===== src/rtl/accumulator_sequencer.sv =====
// Control block of the 8-bit accumulator core: fetch/decode/execute sequencing,
// PC/IR/MDR/ACC/flag ownership, and req/ack handshakes to instruction and data memory.
module accumulator_sequencer #(
  parameter logic [7:0] RESET_PC = 8'h00
) (
  input  logic        clk_i,
  input  logic        rst_n_i,
  output logic        imem_req_o,
  output logic [7:0]  imem_addr_o,
  input  logic        imem_ack_i,
  input  logic [11:0] imem_data_i,
  output logic        dmem_req_o,
  output logic        dmem_we_o,
  output logic [7:0]  dmem_addr_o,
  output logic [7:0]  dmem_wdata_o,
  input  logic        dmem_ack_i,
  input  logic [7:0]  dmem_rdata_i,
  output logic [2:0]  alu_func_o,
  output logic [7:0]  alu_a_imm_o,
  output logic [7:0]  alu_a_mem_o,
  output logic [7:0]  alu_b_o,
  input  logic [7:0]  alu_result_i,
  input  logic        alu_fz_i,
  input  logic        alu_fc_i,
  output logic [7:0]  acc_o,
  output logic        fz_o,
  output logic        fc_o,
  output logic        halted_o
);

  localparam int unsigned DW = 8;
  localparam int unsigned IW = 12;

  localparam logic [3:0] OP_ADI = 4'h0;
  localparam logic [3:0] OP_LDA = 4'h8;
  localparam logic [3:0] OP_STA = 4'h9;
  localparam logic [3:0] OP_JMP = 4'hA;
  localparam logic [3:0] OP_JZ  = 4'hB;
  localparam logic [3:0] OP_JC  = 4'hC;
  localparam logic [3:0] OP_HLT = 4'hE;

  typedef enum logic [2:0] {
    S_FETCH,
    S_DECODE,
    S_MEM_RD,
    S_MEM_WR,
    S_EXEC,
    S_WB_LD,
    S_HALT
  } state_t;

  state_t         state_q, state_d;
  logic [DW-1:0]  pc_q, pc_d;
  logic [IW-1:0]  ir_q, ir_d;
  logic [DW-1:0]  mdr_q, mdr_d;
  logic [DW-1:0]  acc_q, acc_d;
  logic           fz_q, fz_d;
  logic           fc_q, fc_d;
  logic           imem_req_q;
  logic           dmem_req_q;
  logic           dmem_we_q;
  logic           halted_q;

  logic [3:0]     opcode;
  logic [DW-1:0]  operand;

  assign opcode  = ir_q[11:8];
  assign operand = ir_q[7:0];

  // Next-state and datapath update; a handshake only completes while its req is up
  always_comb begin
    state_d = state_q;
    pc_d    = pc_q;
    ir_d    = ir_q;
    mdr_d   = mdr_q;
    acc_d   = acc_q;
    fz_d    = fz_q;
    fc_d    = fc_q;
    case (state_q)
      S_FETCH: begin
        if (imem_req_q && imem_ack_i) begin
          ir_d    = imem_data_i;
          pc_d    = pc_q + DW'(1);
          state_d = S_DECODE;
        end
      end
      S_DECODE: begin
        case (opcode)
          OP_ADI: state_d = S_EXEC;
          4'h1, 4'h2, 4'h3, 4'h4, 4'h5, 4'h6, 4'h7, OP_LDA: state_d = S_MEM_RD;
          OP_STA: state_d = S_MEM_WR;
          OP_JMP: begin
            pc_d    = operand;
            state_d = S_FETCH;
          end
          OP_JZ: begin
            if (fz_q) pc_d = operand;
            state_d = S_FETCH;
          end
          OP_JC: begin
            if (fc_q) pc_d = operand;
            state_d = S_FETCH;
          end
          OP_HLT: state_d = S_HALT;
          default: state_d = S_FETCH;
        endcase
      end
      S_MEM_RD: begin
        if (dmem_req_q && dmem_ack_i) begin
          mdr_d   = dmem_rdata_i;
          state_d = (opcode == OP_LDA) ? S_WB_LD : S_EXEC;
        end
      end
      S_MEM_WR: begin
        if (dmem_req_q && dmem_ack_i) state_d = S_FETCH;
      end
      S_EXEC: begin
        acc_d   = alu_result_i;
        fz_d    = alu_fz_i;
        fc_d    = alu_fc_i;
        state_d = S_FETCH;
      end
      S_WB_LD: begin
        acc_d   = mdr_q;
        fz_d    = (mdr_q == DW'(0));
        state_d = S_FETCH;
      end
      S_HALT: state_d = S_HALT;
      default: state_d = S_FETCH;
    endcase
  end

  // State/datapath registers; request strobes are registered from the next state
  always_ff @(posedge clk_i) begin
    if (!rst_n_i) begin
      state_q    <= S_FETCH;
      pc_q       <= RESET_PC;
      ir_q       <= '0;
      mdr_q      <= '0;
      acc_q      <= '0;
      fz_q       <= 1'b0;
      fc_q       <= 1'b0;
      imem_req_q <= 1'b0;
      dmem_req_q <= 1'b0;
      dmem_we_q  <= 1'b0;
      halted_q   <= 1'b0;
    end else begin
      state_q    <= state_d;
      pc_q       <= pc_d;
      ir_q       <= ir_d;
      mdr_q      <= mdr_d;
      acc_q      <= acc_d;
      fz_q       <= fz_d;
      fc_q       <= fc_d;
      imem_req_q <= (state_d == S_FETCH);
      dmem_req_q <= (state_d == S_MEM_RD) || (state_d == S_MEM_WR);
      dmem_we_q  <= (state_d == S_MEM_WR);
      halted_q   <= (state_d == S_HALT);
    end
  end

  assign imem_req_o   = imem_req_q;
  assign imem_addr_o  = pc_q;
  assign dmem_req_o   = dmem_req_q;
  assign dmem_we_o    = dmem_we_q;
  assign dmem_addr_o  = operand;
  assign dmem_wdata_o = acc_q;
  assign alu_func_o   = opcode[2:0];
  assign alu_a_imm_o  = operand;
  assign alu_a_mem_o  = mdr_q;
  assign alu_b_o      = acc_q;
  assign acc_o        = acc_q;
  assign fz_o         = fz_q;
  assign fc_o         = fc_q;
  assign halted_o     = halted_q;

endmodule


===== config.mk =====
export PLATFORM = sky130hd
export DESIGN_NAME = accumulator_sequencer
export DESIGN_NICKNAME = d
export VERILOG_FILES = /design/src/rtl/accumulator_sequencer.sv
export SDC_FILE = /design/constraint.sdc
export NUM_CORES = 1
export LEC_CHECK = 0
export BUFFER_PORTS_ARGS = -buffer_cell sky130_fd_sc_hd__buf_2
export CAP_MARGIN = 20
export CELL_PAD_IN_SITES_DETAIL_PLACEMENT = 2
export CELL_PAD_IN_SITES_GLOBAL_PLACEMENT = 2
export CORE_AREA = 2 2 97 99
export DETAILED_ROUTE_END_ITERATION = 6
export DIE_AREA = 0 0 99 101
export GPL_ROUTABILITY_DRIVEN = 0
export PLACE_DENSITY_LB_ADDON = 0.1
export SKIP_LAST_GASP = 1
export SLEW_MARGIN = 20
export SYNTH_ARGS = -nofsm -noshare
export SYNTH_HDL_FRONTEND = slang
export SYNTH_SLANG_ARGS = --single-unit

===== constraint.sdc =====
create_clock -name clk_i -period 1.76 [get_ports clk_i]
set_input_delay 0.352 -clock clk_i [delete_from_list [all_inputs] [get_ports clk_i]]
set_output_delay 0.352 -clock clk_i [all_outputs]
set_load 0.01 [all_outputs]

* Yosys cells after proc, flatten, opt, wreduce, memory -nomap -nowiden
Cells that the tools add are included.
** Word-level totals
- Register bits after elaboration :: 45
- Latch bits :: 0
- RAM bits :: 0
- ROM bits :: 0
- Input port bits :: 34
- Output and inout port bits :: 65
- Word-level logic and storage cells :: 64
- Memories :: 0
** Operators by class
- Add/sub/neg operators :: 1
- Multipliers :: 0
- Div/mod/pow operators :: 0
- $lt $le $gt $ge :: 0
- Eq/ne operators :: 26
- Shifts and indexed selects :: 0
- Mux-type cells :: 13
- Bitwise gates (word level) :: 0
- Reduce and logical (&&, ||, !) cells :: 13
** Operators with widths (count)
- $pmux 8 s2 :: 2
- $eq 4x4->1 const B :: 6
- $mux 8 :: 3
- $pmux 8 s3 :: 1
- $eq 4x3->1 const B :: 4
- $pmux 3 s5 :: 1
- $eq 3x2->1 const B :: 4
- $eq 3x3->1 const B :: 4
- $pmux 3 s4 :: 1
- $mux 3 :: 3
- $add 8x1->8 const B :: 1
- $eq 4x2->1 const B :: 2
- $logic_not 8->1 :: 1
- $reduce_or 8->1 :: 1
- $logic_not 3->1 :: 2
- $ne 3x3->1 const B :: 2
- $reduce_and 5->1 :: 1
- $eq 4x1->1 const B :: 1
- $logic_not 4->1 :: 1
- $ne 4x2->1 const B :: 1
- $reduce_and 2->1 :: 2
- $reduce_bool 2->1 :: 2
- $eq 3x1->1 const B :: 1
- $logic_and 1x1->1 :: 2
- other kinds (4) :: 4

* Depth between registers and ports, before layout
Gate-level depths: netlist of run 1.
- Depth in word-level cells :: 6
- Gate-level depth with buffers :: 7
- Depth with buffers taken out :: 4

* Least setup slack after synthesis of run 1
OpenSTA, ideal clock, no wires.
- Kind :: flip-flop to flip-flop
- Start point :: register ir_q[9]
- End point :: register pc_q[5], in the netlist imem_addr_o[5]
- Setup time :: 0.122 ns
- Data arrival time :: 1.395 ns
- Data required time :: 1.638 ns
- Path slack :: 0.243 ns
- Stages on the path, launching flop included :: 7
- Path buffers :: 2
- Period minus slack after synthesis :: 1.517 ns
- Cells stage by stage :: dfxtp_1 > buf_2 > nor3b_1 > o311ai_4 > buf_4 > o221ai_1 > a21oi_1
** On the way
- Cells in the longest elaborated chain, start to end :: 3
- Elaborated cells on any way between the ends :: 9
- Classes of those cells :: eq/ne (6); mux (2); reduce/logical (1)
** RTL lines
- start, declared :: RTL line 54 : logic [IW-1:0] ir_q, ir_d;
- start signal, assigned :: RTL line 150 : ir_q <= ir_d;
- $eq 4x4->1 :: RTL line 88 : case (opcode)
- $pmux 8 s3 (tied with other cells) :: RTL line 88
- $pmux 8 s2 / $reduce_and 5->1 (equally long branches)
- end signal, assigned :: RTL line 149 : pc_q <= pc_d;
- end, declared :: RTL line 53 : logic [DW-1:0] pc_q, pc_d;
Several ways; a longest one is shown, not always the timed one.
A chain may end at the register's enable or synchronous reset.

* Worst setup path after layout of run 1
- Start point :: register ir_q[8]
- End point :: register pc_q[7], in the netlist imem_addr_o[7]
Same word-level chain as after synthesis.

==> results of run 1 <==
-- sequential cells by signal, indices dropped and copies added (netlist names) --
signal,flops
state_q,3
imem_addr_o,8
dmem_req_o,1
imem_req_o,1
fz_o,1
halted_o,1
dmem_we_o,1
ir_q,12
fc_o,1
acc_o,8
alu_a_mem_o,8
-- synth_stat cells, types with 2 or more instances --
cell and number:
buf_4 38, o22a_1 2, o211ai_1 3, or2_1 2, clkbuf_1 7, o31ai_1 2, and4b_1 2, inv_1 7
nand3_1 5, a211oi_1 8, buf_2 6, nor4_1 3, o32a_1 2, nor3b_1 2, nand2_1 29, nor2b_1 4
a21oi_1 20, nor2_1 22, a311oi_1 2, mux2i_1 18, nand2b_1 4, dfxtp_1 45, o221ai_1 2
-- stage by stage --
stage / setup slack [ns] / hold WS [ns]
after global routing: 0.006388 / 0.2705
after CTS: 0.03535 / 0.2670
after floorplan: 0.2430 / 0.4624
final: 0.08374 / 0.2742
after global placement: 0.07746 / 0.4692
after detailed placement: 0.05794 / 0.4752
-- per-layer routing --
layer / track usage / routed length (µm) / vias to the layer above
li1: - / - / 1035
met1: 0.1821 / 3154 / 1010
met2: 0.2245 / 3188 / 56
met3: 0.04230 / 494 / 7
met4: 0.05058 / 96 / 0
met5: 0 / 0 / -
-- worst min path at each step --
stage	to	from	slack [ns]	cells past startpoint
after global placement	imem_addr_o[7]$_SDFFE_PN0P_	imem_addr_o[7]$_SDFFE_PN0P_	0.47	2
after CTS	ir_q[10]$_SDFFE_PN0P_	imem_data_i[10]	0.27	3
final	ir_q[5]$_SDFFE_PN0P_	imem_data_i[5]	0.27	3
after detailed placement	ir_q[8]$_SDFFE_PN0P_	ir_q[8]$_SDFFE_PN0P_	0.48	2
after global routing	ir_q[10]$_SDFFE_PN0P_	imem_data_i[10]	0.27	3
after floorplan	ir_q[0]$_SDFFE_PN0P_	ir_q[0]$_SDFFE_PN0P_	0.46	2
-- what timing repair did --
action | CTS | global route
endpoints found under the hold margin | 0 | 0
setup endpoints to repair | 0 | 11
setup buffers | 0 | 2
gates resized for setup | 0 | 1
-- layout make-up --
cell class / instances / area, µm²
repair buffers: 120 / 668.1
clock inverters: 1 / 30.03
flip-flops and latches: 45 / 900.9
inverters: 8 / 30.03
well taps: 111 / 138.9
clock buffers: 7 / 86.33
multi-input cells: 158 / 1056
fillers: 1056 / 6067
-- worst min-delay path, cell delays in order --
cell     delay [ns]
buf_2          0.09
nand2_1        0.05
a21oi_1        0.05
-- logic make-up (layout without fill, tap and decap cells) --
kind of cell / count (synthesis) / count (layout)
AO/OA/AOI/OAI: 53 / 53
adder cells (fa/ha/maj): 1 / 1
buffers and inverters: 60 / 136
flip-flops: 45 / 45
multiplexers: 18 / 18
AND/OR/NAND/NOR: 86 / 86
-- report_power, final --
part | switching (mW) | internal, mW
combinational | 0.192 | 0.165
sequential | 0.0388 | 1.06
clock | 0.379 | 0.464
==> out/qor.csv, run 1 <==
metric;value;unit
total of max-cap violations;0;
CORE AREA;0.008977;mm²
Compound-Gate Fraction of Synth Area;0.1702;
die width;99;µm
Post-synth ARST share;0;
Syn-to-layout area delta;24.52;%
DP HPWL;5305;µm
syn avg cell area;8.887;µm²
PwrDens;788.2;mW/mm²
post-synthesis mux area share;0.07709;
Simple-Gate Fraction of Synth Area;0.1981;
die area;0.009999;mm²
Critical Path Fanout Max;12;
largest net degree at the start of global routing;26;
Register-to-Register Path Depth;6;
XOR/XNOR Fraction of Synth Area;0;
Antenna Cells;0;
Avg WL per Cell;15.41;µm
Hold Fails Final Rpt;0;
CTS hold repair buffers;0;
CP peak stage delay;0.43;ns
buffer and inverter count on the worst path;2;
Syn Inst Count;263;
HP Class;in2reg;
CTS tree;done;
Clock transition at path regs;0.09;ns
unrepaired setup endpoints after global routing;no;
DR iter-0 viols;56;
setup violators final;0;
Pwr Total;2.294;mW
Final Max Slew Viols;0;
Slowest-stage cell, CP;nor4bb_2;
sequential share of the synthesized area;0.3854;
first-pass GRT wire length;11080;µm
vias in the first global route;2119;
Fin Setup TNS;0;ns
DRT antenna net count;0;
Synth top area share;0.3854;
R2R Setup Slk;0.08;ns
Final min period;1.676;ns
Final Util;0.3242;
PortBufs;98;
Critical Path Stages;6;
fmax;596.6;MHz
placement-stage cell area;0.002776;mm²
most common cell after layout, fill and taps aside;buf_2;
vias;2108;
Clock Tree Root;clkbuf_8;
delay-heaviest family, CP;compound AO/OA/AOI/OAI gates;
Critical Path Sink;imem_addr_o[7]$_SDFFE_PN0P_;
Clock Path Buffers;2;
drt pass-1 iters;4;
largest cells by area after synthesis;dfxtp_1 39%, buf_4 12%, mux2i_1 7.7%;
main combinational cell family by area after synthesis;simple AND/OR/NAND/NOR gates;
TritonCTS Buffers;5;
slew margin rel.;0.7002;
drc violations;0;
outcome;finished, final reports clean;
Synth Area in Adders;0.005353;
num rows;35;
Remaining Overflow, GRT;0;
kind of end point of the critical path;register;
worst-skew pair later-pin latency;0.31;ns
Layout Nets;373;
Synth area leader;dfxtp_1;
layout cells sized above 1;0.3982;
Most common cell on crit path;buf_4;
r2r endpoint;imem_addr_o[7]$_SDFFE_PN0P_;
die height;101;µm
synth warn;0;
WS Path Type;reg2reg;
Final Cycle Share;0.9524;
vias per inst;4.684;
most frequent cells in the layout;98 x buf_2, 45 x dfxtp_1, 29 x nand2_1, 22 x nor2_1, 21 x buf_4;
Synth Flop Type;dfxtp_1;
initial antenna violation count;0;
DP Cell Count;440;
IO Count;99;
GRT Util Overall;0.1413;
Leak Pwr;1.295;nW
H-tree depth;2;
Finished Layout Cells;450;
reg2reg start;ir_q[8]$_SDFFE_PN0P_;
Yosys cell types;51;
Post-Syn Area;0.002337;mm²
crit path launch;ir_q[8]$_SDFFE_PN0P_;
design area;0.002910;mm²
Least-Margin Pin Slew;0.4440;ns
CP startpoint kind;register;
clock skew;0.01118;ns
number of flops mapped to enable cells by yosys;0;
FF+latch count, synth;45;
critical-path cell list;buf_4 > nor4bb_2 > o311ai_4 > buf_4 > o22a_1 > a21oi_1;
initial core utilization;0.2603;
CP required;2.00;ns
worst vdd ir;234.7;µV
routed wire length;6935;µm
Mapped Nets;298;
WP data arrival;1.92;ns
TritonCTS Sinks;45;
Power figures use the tool's default switching activity.
==> run 2, diff against run 1 <==
--- a/config.mk
+++ b/config.mk
@@ -5,15 +5,17 @@
 export SDC_FILE = /design/constraint.sdc
 export NUM_CORES = 1
 export LEC_CHECK = 0
+export ABC_AREA = 1
 export BUFFER_PORTS_ARGS = -buffer_cell sky130_fd_sc_hd__buf_2
 export CAP_MARGIN = 20
 export CELL_PAD_IN_SITES_DETAIL_PLACEMENT = 2
 export CELL_PAD_IN_SITES_GLOBAL_PLACEMENT = 2
-export CORE_AREA = 2 2 97 99
+export CORE_AREA = 2 2 103 105
 export DETAILED_ROUTE_END_ITERATION = 6
-export DIE_AREA = 0 0 99 101
+export DIE_AREA = 0 0 105 107
 export GPL_ROUTABILITY_DRIVEN = 0
 export PLACE_DENSITY_LB_ADDON = 0.1
+export SKIP_CTS_REPAIR_TIMING = 1
 export SKIP_LAST_GASP = 1
 export SLEW_MARGIN = 20
 export SYNTH_ARGS = -nofsm -noshare
==> out/qor.csv, run 2 <==
metric;value;unit
Least-Margin Pin Slew;0.5206;ns
sequential share of the synthesized area;0.3666;
DRT antenna net count;0;
syn avg cell area;7.164;µm²
vias;2394;
Critical Path Fanout Max;17;
die area;0.01124;mm²
delay-heaviest family, CP;simple AND/OR/NAND/NOR gates;
most common cell after layout, fill and taps aside;buf_2;
GRT Util Overall;0.1433;
IO Count;99;
die height;107;µm
Finished Layout Cells;547;
Layout Nets;446;
clock skew;0.007551;ns
top cells by count, synth;51 x nand2_1, 45 x dfxtp_1, 36 x buf_4;
Clock Tree Root;clkbuf_8;
DP HPWL;6168;µm
vias per inst;4.377;
vias in the first global route;2449;
Final Max Slew Viols;0;
DR iter-0 viols;39;
CP peak stage delay;0.55;ns
Synth top area share;0.3666;
initial core utilization;0.2435;
worst-skew pair later-pin latency;0.30;ns
Slowest-stage cell, CP;dfxtp_1;
Post-synth ARST share;0;
synth warn;0;
Most common cell on crit path;nand2_1;
Pwr Total;2.320;mW
initial antenna violation count;0;
Filler cells;1274;
Setup WS post-layout;0.2099;ns
Syn Inst Count;343;
Hold Fails Final Rpt;0;
WS Path Type;reg2reg;
slew margin rel.;0.6529;
number of flops mapped to enable cells by yosys;0;
Clock transition at path regs;0.09;ns
Synth area leader;dfxtp_1;
FF+latch count, synth;45;
worst vdd ir;318.8;µV
Final Cycle Share;0.8808;
TritonCTS Buffers;5;
TritonCTS Sinks;45;
CTS tree;done;
Mapped Nets;378;
DP Worst Slack;0.2456;ns
critical-path cell list;nor2_4 > nand2_4 > nor2_1 > nand2_1 > nand2_2 > nor2_8 > nand2_1 > nand2_1 > nor2_1;
Fin Setup TNS;0;ns
outcome;finished, final reports clean;
Top reg by flops;ir_q;
Synth Flop Type;dfxtp_1;
CP startpoint kind;register;
largest net degree at the start of global routing;30;
Final min period;1.550;ns
unrepaired setup endpoints after global routing;no;
PwrDens;783.3;mW/mm²
H-tree depth;2;
fmax;645.1;MHz
drt pass-1 iters;4;
largest cells by area after synthesis;dfxtp_1 37%, buf_4 11%, nand2_1 7.8%;
CORE AREA;0.01009;mm²
setup violators final;0;
PortBufs;98;
buffer and inverter count on the worst path;0;
die width;105;µm
DP Cell Count;540;
HP Class;in2reg;
most frequent cells in the layout;98 x buf_2, 51 x nand2_1, 45 x dfxtp_1, 34 x inv_1, 34 x o21ai_0;
max reg flops;12;
WP data arrival;1.75;ns
drc violations;0;
Final Util;0.2935;
layout cells sized above 1;0.3479;
Antenna Cells;0;
routed wire length;7709;µm
most frequent cell after synthesis;nand2_1;
Syn-to-layout area delta;20.52;%
first-pass GRT wire length;12840;µm
Leak Pwr;1.415;nW
Yosys cell types;30;
Post-Syn Area;0.002457;mm²
num rows;37;
Avg WL per Cell;14.09;µm
Clock Path Buffers;2;
kind of end point of the critical path;register;
total of max-cap violations;0;
CP required;1.96;ns
Remaining Overflow, GRT;0;
-- run 2: cell count changes after synthesis, sizes merged, moves of 4 or more --
cell	before	now
o21ai	2	42
buf	45	41
clkbuf	7	3
nand3	5	18
mux2i	18	0
nor2	22	42
inv	7	43
a21oi	20	29
nand2	29	59
nor2b	4	0
-- run 2: stage by stage --
stage,hold slack (ns),cell area (µm²)
global route,0.3240,2962
floorplan,0.4470,2457
global placement,0.4667,2858
finish,0.3191,2962
detailed placement,0.4757,2858
CTS,0.3165,2962
-- run 2: report_power, final --
| group | switching (mW) | internal, mW |
|---|---|---|
| logic | 0.251 | 0.164 |
| clock network | 0.366 | 0.413 |
| registers | 0.0564 | 1.07 |
-- run 2: layout make-up --
cell class / instances / area (µm²) / area share
timing repair buffer: 105 / 543.0 / 0.1834
inverter: 43 / 161.4 / 0.05450
clock buffer: 5 / 68.82 / 0.02324
multi-input combinational: 211 / 1082 / 0.3654
tap: 136 / 170.2 / 0.05746
sequential: 45 / 900.9 / 0.3042
clock inverter: 2 / 35.03 / 0.01183
-- run 2: logic make-up after synthesis --
kind of cell             Yosys count  share of synthesized area
AO/OA/AOI/OAI                     81                     0.1762
adder cells (fa/ha/maj)            1                   0.005091
buffers and inverters             87                     0.1930
flip-flops                        45                     0.3666
AND/OR/NAND/NOR                  129                     0.2592
-- run 2: tightest hold or removal path: cells and delay by family --
kind / cells / cell delay (ns)
buf+inv: 1 / 0.08
compound gates: 2 / 0.16
-- run 2: metal layers --
metal / part of all wire / global-route usage / routed length, µm / vias to the layer above
li1: - / - / - / 1210
met2: 0.47 / 0.2421 / 3611 / 60
met5: 0 / 0 / 0 / -
met4: 0.0079 / 0.03714 / 61 / 0
met3: 0.050 / 0.03283 / 385 / 4
met1: 0.47 / 0.1841 / 3649 / 1120
-- run 2: final timing paths --
kind,from,end,slack (ns),cells after the start
setup reg to reg,state_q[2]$_SDFF_PN0_,imem_addr_o[5]$_SDFFE_PN0P_,0.21,9
setup / recovery,state_q[2]$_SDFF_PN0_,imem_addr_o[5]$_SDFFE_PN0P_,0.21,9
hold / removal,alu_fc_i,fc_o$_SDFFE_PN0N_,0.32,3
hold reg to reg,fc_o$_SDFFE_PN0N_,fc_o$_SDFFE_PN0N_,0.48,2
